$ cat src/rtl/stopwatch_core_bcd_if.sv
// Control pulses in, BCD time and status out, for the stopwatch core.
// Board logic drives the master side and the core uses the slave side.
interface stopwatch_core_bcd_if;
  logic        i_start_stop;
  logic        i_lap;
  logic        i_clear;
  logic [19:0] o_digits;
  logic        o_running;
  logic        o_frozen;
  logic        o_tick;
  logic        o_overflow;
  logic        o_blink;

  modport master (
    output i_start_stop, i_lap, i_clear,
    input  o_digits, o_running, o_frozen, o_tick, o_overflow, o_blink
  );

  modport slave (
    input  i_start_stop, i_lap, i_clear,
    output o_digits, o_running, o_frozen, o_tick, o_overflow, o_blink
  );
endinterface

$ cat src/rtl/stopwatch_core_bcd.sv
// Single-clock MM:SS.t stopwatch: a prescaler produces a clock enable, and that enable steps a BCD digit chain.
// State | meaning: STOPPED = prescaler and digits hold; RUNNING = prescaler counts and ticks advance the digits.
module stopwatch_core_bcd #(
  parameter int DIV          = 50_000_000 / 10,
  parameter int MIN_TENS_MOD = 10
) (
  input logic                 i_clk,
  input logic                 i_reset_n,
  stopwatch_core_bcd_if.slave bus
);
  localparam int            PW       = $clog2(DIV);
  localparam logic [PW-1:0] PRESC_TC = PW'(DIV - 1);
  localparam logic [3:0]    M10_MAX  = 4'(MIN_TENS_MOD - 1);

  typedef enum logic {STOPPED = 1'b0, RUNNING = 1'b1} run_state_e;

  run_state_e    state_q, state_d;
  logic [PW-1:0] presc_q, presc_d;
  logic [3:0]    t_q, t_d, s1_q, s1_d, s10_q, s10_d, m1_q, m1_d, m10_q, m10_d;
  logic [19:0]   snap_q, snap_d;
  logic          frozen_q, frozen_d, ovf_q, ovf_d, tick_q, tick_d;
  logic          tick, c_t, c_s1, c_s10, c_m1, c_m10;
  logic [19:0]   live;

  assign live = {m10_q, m1_q, s10_q, s1_q, t_q};

  always_ff @(posedge i_clk) begin
    if (!i_reset_n) begin
      state_q  <= STOPPED;
      presc_q  <= '0;
      t_q      <= '0;
      s1_q     <= '0;
      s10_q    <= '0;
      m1_q     <= '0;
      m10_q    <= '0;
      snap_q   <= '0;
      frozen_q <= 1'b0;
      ovf_q    <= 1'b0;
      tick_q   <= 1'b0;
    end else begin
      state_q  <= state_d;
      presc_q  <= presc_d;
      t_q      <= t_d;
      s1_q     <= s1_d;
      s10_q    <= s10_d;
      m1_q     <= m1_d;
      m10_q    <= m10_d;
      snap_q   <= snap_d;
      frozen_q <= frozen_d;
      ovf_q    <= ovf_d;
      tick_q   <= tick_d;
    end
  end

  always_comb begin
    state_d  = state_q;
    presc_d  = presc_q;
    t_d      = t_q;
    s1_d     = s1_q;
    s10_d    = s10_q;
    m1_d     = m1_q;
    m10_d    = m10_q;
    snap_d   = snap_q;
    frozen_d = frozen_q;
    ovf_d    = ovf_q;
    tick_d   = 1'b0;
    c_t      = 1'b0;
    c_s1     = 1'b0;
    c_s10    = 1'b0;
    c_m1     = 1'b0;
    c_m10    = 1'b0;
    // Tick comes from the pre-edge state, so a stop pulse on a terminal count still lets it through.
    tick     = (state_q == RUNNING) && (presc_q == PRESC_TC);

    if (bus.i_start_stop) begin
      case (state_q)
        STOPPED: state_d = RUNNING;
        default: state_d = STOPPED;
      endcase
    end

    if (bus.i_clear) begin
      presc_d  = '0;
      t_d      = '0;
      s1_d     = '0;
      s10_d    = '0;
      m1_d     = '0;
      m10_d    = '0;
      snap_d   = '0;
      frozen_d = 1'b0;
      ovf_d    = 1'b0;
    end else begin
      if (state_q == RUNNING) presc_d = tick ? '0 : presc_q + 1'b1;
      if (tick) begin
        tick_d = 1'b1;
        c_t    = (t_q == 4'd9);
        t_d    = c_t ? 4'd0 : t_q + 4'd1;
        if (c_t) begin
          c_s1 = (s1_q == 4'd9);
          s1_d = c_s1 ? 4'd0 : s1_q + 4'd1;
        end
        if (c_s1) begin
          c_s10 = (s10_q == 4'd5);
          s10_d = c_s10 ? 4'd0 : s10_q + 4'd1;
        end
        if (c_s10) begin
          c_m1 = (m1_q == 4'd9);
          m1_d = c_m1 ? 4'd0 : m1_q + 4'd1;
        end
        if (c_m1) begin
          c_m10 = (m10_q == M10_MAX);
          m10_d = c_m10 ? 4'd0 : m10_q + 4'd1;
        end
        if (c_m10) ovf_d = 1'b1;
      end
      // Lap sees the running state after this cycle's start/stop toggle.
      if (bus.i_lap) begin
        if (frozen_q) begin
          frozen_d = 1'b0;
        end else if (state_d == RUNNING) begin
          frozen_d = 1'b1;
          snap_d   = live;
        end
      end
    end
  end

  assign bus.o_digits   = frozen_q ? snap_q : live;
  assign bus.o_running  = (state_q == RUNNING);
  assign bus.o_frozen   = frozen_q;
  assign bus.o_tick     = tick_q;
  assign bus.o_overflow = ovf_q;
  assign bus.o_blink    = (t_q < 4'd5);
endmodule

$ cat src/flat_wrapper.sv
// flat-port wrapper written by rule: the top's interface ports become plain ports
module stopwatch_core_bcd_flat 
#(
  parameter int DIV          = 50_000_000 / 10,
  parameter int MIN_TENS_MOD = 10
)
  (i_clk, i_reset_n, bus_i_start_stop, bus_i_lap, bus_i_clear, bus_o_digits, bus_o_running, bus_o_frozen, bus_o_tick, bus_o_overflow, bus_o_blink);
  stopwatch_core_bcd_if bus_i ();
  input logic i_clk;
  input logic i_reset_n;
  input wire logic [$bits(bus_i.i_start_stop)-1:0] bus_i_start_stop;
  input wire logic [$bits(bus_i.i_lap)-1:0] bus_i_lap;
  input wire logic [$bits(bus_i.i_clear)-1:0] bus_i_clear;
  output wire logic [$bits(bus_i.o_digits)-1:0] bus_o_digits;
  output wire logic [$bits(bus_i.o_running)-1:0] bus_o_running;
  output wire logic [$bits(bus_i.o_frozen)-1:0] bus_o_frozen;
  output wire logic [$bits(bus_i.o_tick)-1:0] bus_o_tick;
  output wire logic [$bits(bus_i.o_overflow)-1:0] bus_o_overflow;
  output wire logic [$bits(bus_i.o_blink)-1:0] bus_o_blink;
  assign bus_i.i_start_stop = bus_i_start_stop;
  assign bus_i.i_lap = bus_i_lap;
  assign bus_i.i_clear = bus_i_clear;
  assign bus_o_digits = bus_i.o_digits;
  assign bus_o_running = bus_i.o_running;
  assign bus_o_frozen = bus_i.o_frozen;
  assign bus_o_tick = bus_i.o_tick;
  assign bus_o_overflow = bus_i.o_overflow;
  assign bus_o_blink = bus_i.o_blink;
  stopwatch_core_bcd #(.DIV(DIV), .MIN_TENS_MOD(MIN_TENS_MOD)) u_core (.i_clk(i_clk), .i_reset_n(i_reset_n), .bus(bus_i));
endmodule
$ cat config.mk
export PLATFORM = sky130hd
export DESIGN_NAME = stopwatch_core_bcd_flat
export DESIGN_NICKNAME = d
export VERILOG_FILES = /design/src/rtl/stopwatch_core_bcd_if.sv /design/src/rtl/stopwatch_core_bcd.sv /design/src/flat_wrapper.sv
export SDC_FILE = /design/constraint.sdc
export NUM_CORES = 1
export LEC_CHECK = 0
export CAP_MARGIN = 15
export CORE_MARGIN = 2
export CORE_UTILIZATION = 56
export CTS_CLUSTER_SIZE = 16
export DETAILED_ROUTE_END_ITERATION = 10
export GPL_TIMING_DRIVEN = 0
export PLACE_DENSITY = 0.85
export SYNTH_ARGS = -nofsm -noshare
export SYNTH_HDL_FRONTEND = slang
export SYNTH_SLANG_ARGS = --single-unit
$ cat constraint.sdc
create_clock -name i_clk -period 5 [get_ports i_clk]
set_input_delay 1 -clock i_clk [delete_from_list [all_inputs] [get_ports i_clk]]
set_output_delay 1 -clock i_clk [all_outputs]
set_load 0.02 [all_outputs]
# == Word-level counts from Yosys, hierarchy flattened ==
# Cells that the tools add are included.
# totals
reg_bits,67
elab_cells,58
in_bits,5
# op_classes
order_cmp,1
n_bitwise,2
reduce_logical,8
n_mux,24
n_eq_ne,6
add_sub_neg,6
# op_table
operator,n
$add 23x1->23 const B,1
$eq 23x23->1 const B,1
$mux 23,1
$add 4x1->4 const B,5
$mux 20,1
$mux 4,5
$mux 1,17
$eq 4x4->1 const B,4
$reduce_and 2->1,5
$eq 4x3->1 const B,1
$lt 4x3->1 const B,1
$reduce_and 3->1,1
$not 1->1,2
$reduce_or 2->1,1
$logic_and 1x1->1,1

# == Logic depth before layout (Yosys ltp) ==
# Gate-level depths: netlist of run 1.
# logic_depth
ltp_word,14
mapped_depth,7
mapped_depth_nobuf,6

# == Worst setup path before layout of run 1 ==
# No wires, ideal clock.
# synth_timing
path_kind,register to output
from,"register u_core.frozen_q, in the netlist u_core.bus.o_frozen"
to,output port bus_o_digits[10]
arrival_ns,1.499
path_stages_with_launch,4
slack_ns,2.501
n_path_buf,2
path_cell_list,dfxtp_1 clkbuf_1 clkbuf_1 mux2_2
# synth_between
elab_chain_len,1
# synth_rtl
element,line,rtl
"start, declared",stopwatch_core_bcd.sv:21,"logic frozen_q, frozen_d, ovf_q, ovf_d, tick_q, tick_d;"
"start signal, assigned",stopwatch_core_bcd.sv:49,frozen_q <= frozen_d;
$mux 20,stopwatch_core_bcd.sv:128,assign bus.o_digits = frozen_q ? snap_q : live;
"end, declared",flat_wrapper.sv:14,output wire logic [$bits(bus_i.o_digits)-1:0] bus_o_digits;
# Every way passes these cells.

# == Final worst setup path of run 1 ==
# layout_timing
from,"register u_core.frozen_q, in the netlist u_core.bus.o_frozen"
to,output port bus_o_digits[4]
# Same word-level chain as after synthesis.

==> impl_metrics.yaml, run 1 <==
status:
  outcome: "completed"
timing:
  slew_headroom_pct: 54.72
  fin_crit_sh_pct: 70.09
  setup_tns_ns: 0
  setup_viol: 0
  finalHoldViolations: 0
  finalClockSkew_ns: 0.009718
  grt_setup_unrepaired: "false"
  max_freq_mhz: 285.3
  slew_violations: 0
  fin_crit_ns: 3.505
  worst_slew_pin_slew_ns: 0.6740
  worst_hold_slack_ns: 0.4588
critical_path:
  path_max_fanout: 10
  critical_path.startpoint: "u_core.bus.o_frozen"
  max_stage_delay_ns: 0.54
  slowest_stage: "clkdlybuf4s50_1"
  worst-r2r-cell-count: 7
  cp.depth: 4
  start_kind: "flop"
  crit_buf_inv: 3
  critPathCaptureType: "primary output"
  path_common_cell: "clkbuf_1"
  crit_arrival_ns: 2.50
  path_cells: "clkbuf_1 -> clkbuf_1 -> mux2_2 -> clkdlybuf4s50_1"
  timing.critical_path.required_ns: 4.00
  r2r_start: "u_core.presc_q[0]"
  cpLargestDelayFamily: "buffers and inverters"
  crit_type: "flop to primary output"
drt:
  drtIter0Drc: 146
  dr.pass1.iters: 5
  vias: 2861
  antenna_left: 0
  drc_errors: 0
  via_per_inst: 5.711
  routed_wl_um: 7273
  post_drt_wl_per_cell_um: 14.52
die:
  initial_core_util_pct: 58.63
  core_area_sq_um: 5574
  pin_count: 30
  die_w_um: 80.40
  die_h_um: 80.40
  placementRows: 27
  die-area_sq_um: 6463
placed_design:
  gp_congestion: 0.8375
  port_buffers: 29
  placedCellCount: 485
  hpwlAfterDp_um: 5101
  placed_cell_area_sq_um: 3649
global_route:
  grt_pass1_wl_um: 12370
  antenna_found_initial: 0
  grt_max_degree: 12
  grtUsageTotal_pct: 24.67
  grt_pass1_vias: 2679
  gr-total-overflow: 0
job:
  cap_violations: 0
clocking:
  cts_tree: "built"
  h-tree-depth: 3
  insertion_delay_ns: 0.35
  clk_pin_slew_ns: 0.07
  cts_num_sinks: 67
  cts_setup_buffers: 0
  clock_path_buffers: 2
  cts-root-buf: "clkbuf_8"
  postCtsResizedCells: 0
  numCtsBuffers: 9
  ctsHoldBuffers: 0
synth:
  synth_edf_count: 0
  synth_seq_cells: 67
  ys_types: 49
  syn_inst: 384
  synth-async-reset-ratio_pct: 0
  ys.flop_type: "dfxtp_1"
  ys_warn_count: 0
  syn_nets: 390
  netlist_area_sq_um: 3268
  postSynthAreaPerCell_sq_um: 8.511
  ys_seq_area_share_pct: 41.04
layout:
  antenna_cells: 0
  layout_common_cells: "67 x dfxtp_1, 61 x nand2_1, 34 x nor2_1, 34 x a21oi_1, 29 x clkdlybuf4s50_1"
  final_cells: 501
  drive_gt1_share_pct: 12.35
  final_common_cell: "dfxtp_1"
  fin_area_sq_um: 3861
  final_nets: 430
  synthToLayoutAreaGrowth_pct: 18.15
hold_path:
  worstHoldPathType: "flop to flop"
  hold_depth: 2
  hold_path_startpoint: "u_core.snap_q[19]"
power:
  peakVddDrop_uv: 152.1
  p_leak_nw: 1.285
  power_density_nw_per_um2: 275.4
[report_power, final]
part / switching [mW] / internal (mW) / total (mW) / leakage (nW)
Sequential: 0.00247 / 0.535 / 0.537 / 0.540
Combinational: 0.0330 / 0.0142 / 0.0472 / 0.637
Clock: 0.209 / 0.269 / 0.479 / 0.108
[path summary, 6_finish.rpt]
| kind | slack [ns] | to |
|---|---|---|
| worst max-delay path | 1.50 | bus_o_digits[4] |
| worst min-delay path | 0.46 | u_core.snap_q[19] |
| worst max register to register | 2.77 | u_core.presc_q[10] |
| worst min register to register | 0.46 | u_core.snap_q[19] |
[routing by layer]
| metal | global-route usage [%] | wire length, um | vias to the layer above |
|---|---|---|---|
| met5 | 0 | 0 | - |
| met4 | 12.20 | 157 | 0 |
| met3 | 5.169 | 347 | 17 |
| met2 | 37.25 | 3321 | 85 |
| met1 | 33.38 | 3447 | 1334 |
| li1 | - | - | 1425 |
[per-stage QoR]
| step | total power [mW] | utilization (%) | setup slack [ns] |
|---|---|---|---|
| 6_report | 1.063 | 69.27 | 1.495 |
| 5_1_grt | 1.096 | 69.27 | 1.381 |
| 4_1_cts | 1.068 | 69.27 | 1.500 |
| 3_5_place_dp | 0.5967 | 65.45 | 1.866 |
| 3_3_place_gp | 0.5962 | 65.45 | 1.868 |
| 2_1_floorplan | 0.5780 | - | 2.501 |
[cell type report]
class	count	area, sq um
multi-input cells	289	1779
fillers	428	1713
flip-flops and latches	67	1341
repair buffers	29	290.3
clock buffers	12	165.2
plain buffers	22	125.1
well taps	72	90.09
clock inverters	4	47.55
inverters	6	22.52
[logic make-up (layout without fill, tap and decap cells)]
logic type      count (synthesis)  in the layout  share of synthesized area (%)
compound gates                 56             56                          9.725
xor+xnor                       28             28                          7.504
fa+ha+maj                       1              1                         0.3828
buf+inv                        28             73                          4.517
flops                          67             67                          41.04
mux                            17             17                          5.819
simple gates                  187            187                          31.01
[worst min-delay path, stage by stage, from the launching register on]
cell and delay (ns):
dfxtp_1 0.31, nand2_1 0.05, a21oi_1 0.05
[registers in the layout (all words and copies together) (netlist names)]
name / cells
u_core.t_q: 4
u_core.bus.o_frozen: 1
u_core.m1_q: 4
u_core.s10_q: 4
u_core.bus.o_tick: 1
u_core.presc_q: 23
u_core.m10_q: 4
u_core.s1_q: 4
u_core.snap_q: 20
u_core.bus.o_running: 1
u_core.bus.o_overflow: 1
[Yosys cell counts, types with 6 or more instances]
cell / instances / area share [%]
clkbuf_1: 14 / 1.6
inv_1: 6 / 0.69
o21ai_0: 10 / 1.5
mux2_2: 16 / 5.5
nand4_1: 14 / 2.7
dfxtp_1: 67 / 41
a21oi_1: 34 / 5.2
nor3_1: 6 / 0.92
nand3_1: 15 / 2.3
xor2_1: 21 / 5.6
xnor2_1: 7 / 1.9
nor2_1: 34 / 3.9
nand2_1: 61 / 7.0
(Power assumes the default switching activity.)
==> inputs of run 2 (changes only) <==
==> constraint.sdc (replaced) <==
create_clock -name i_clk -period 3.4 [get_ports i_clk]
set_input_delay 0.68 -clock i_clk [delete_from_list [all_inputs] [get_ports i_clk]]
set_output_delay 0.68 -clock i_clk [all_outputs]
set_load 0.02 [all_outputs]
==> results of run 2 <==
Same layout as run 1 (identical final DEF). Status: completed.
Main changes from that run: setup slack after placement 1.866 ns -> 0.5863 ns; setup slack after layout 1.495 ns -> 0.2153 ns; register-to-register setup slack 2.77 ns -> 1.17 ns; total power 1.063 mW -> 1.564 mW; worst IR drop on VDD 152.1 uV -> 223.7 uV
==> inputs of run 3 (changes only) <==
--- a/config.mk
+++ b/config.mk
@@ -12,6 +12,7 @@
 export DETAILED_ROUTE_END_ITERATION = 10
 export GPL_TIMING_DRIVEN = 0
 export PLACE_DENSITY = 0.85
+export SKIP_CTS_REPAIR_TIMING = 1
 export SYNTH_ARGS = -nofsm -noshare
 export SYNTH_HDL_FRONTEND = slang
 export SYNTH_SLANG_ARGS = --single-unit
==> results of run 3 <==
Same layout as run 1 (identical final DEF). Status: completed.
Main changes from that run: setup slack after placement 1.866 ns -> 0.5863 ns; setup slack after layout 1.495 ns -> 0.2153 ns; register-to-register setup slack 2.77 ns -> 1.17 ns; total power 1.063 mW -> 1.564 mW; worst IR drop on VDD 152.1 uV -> 223.7 uV
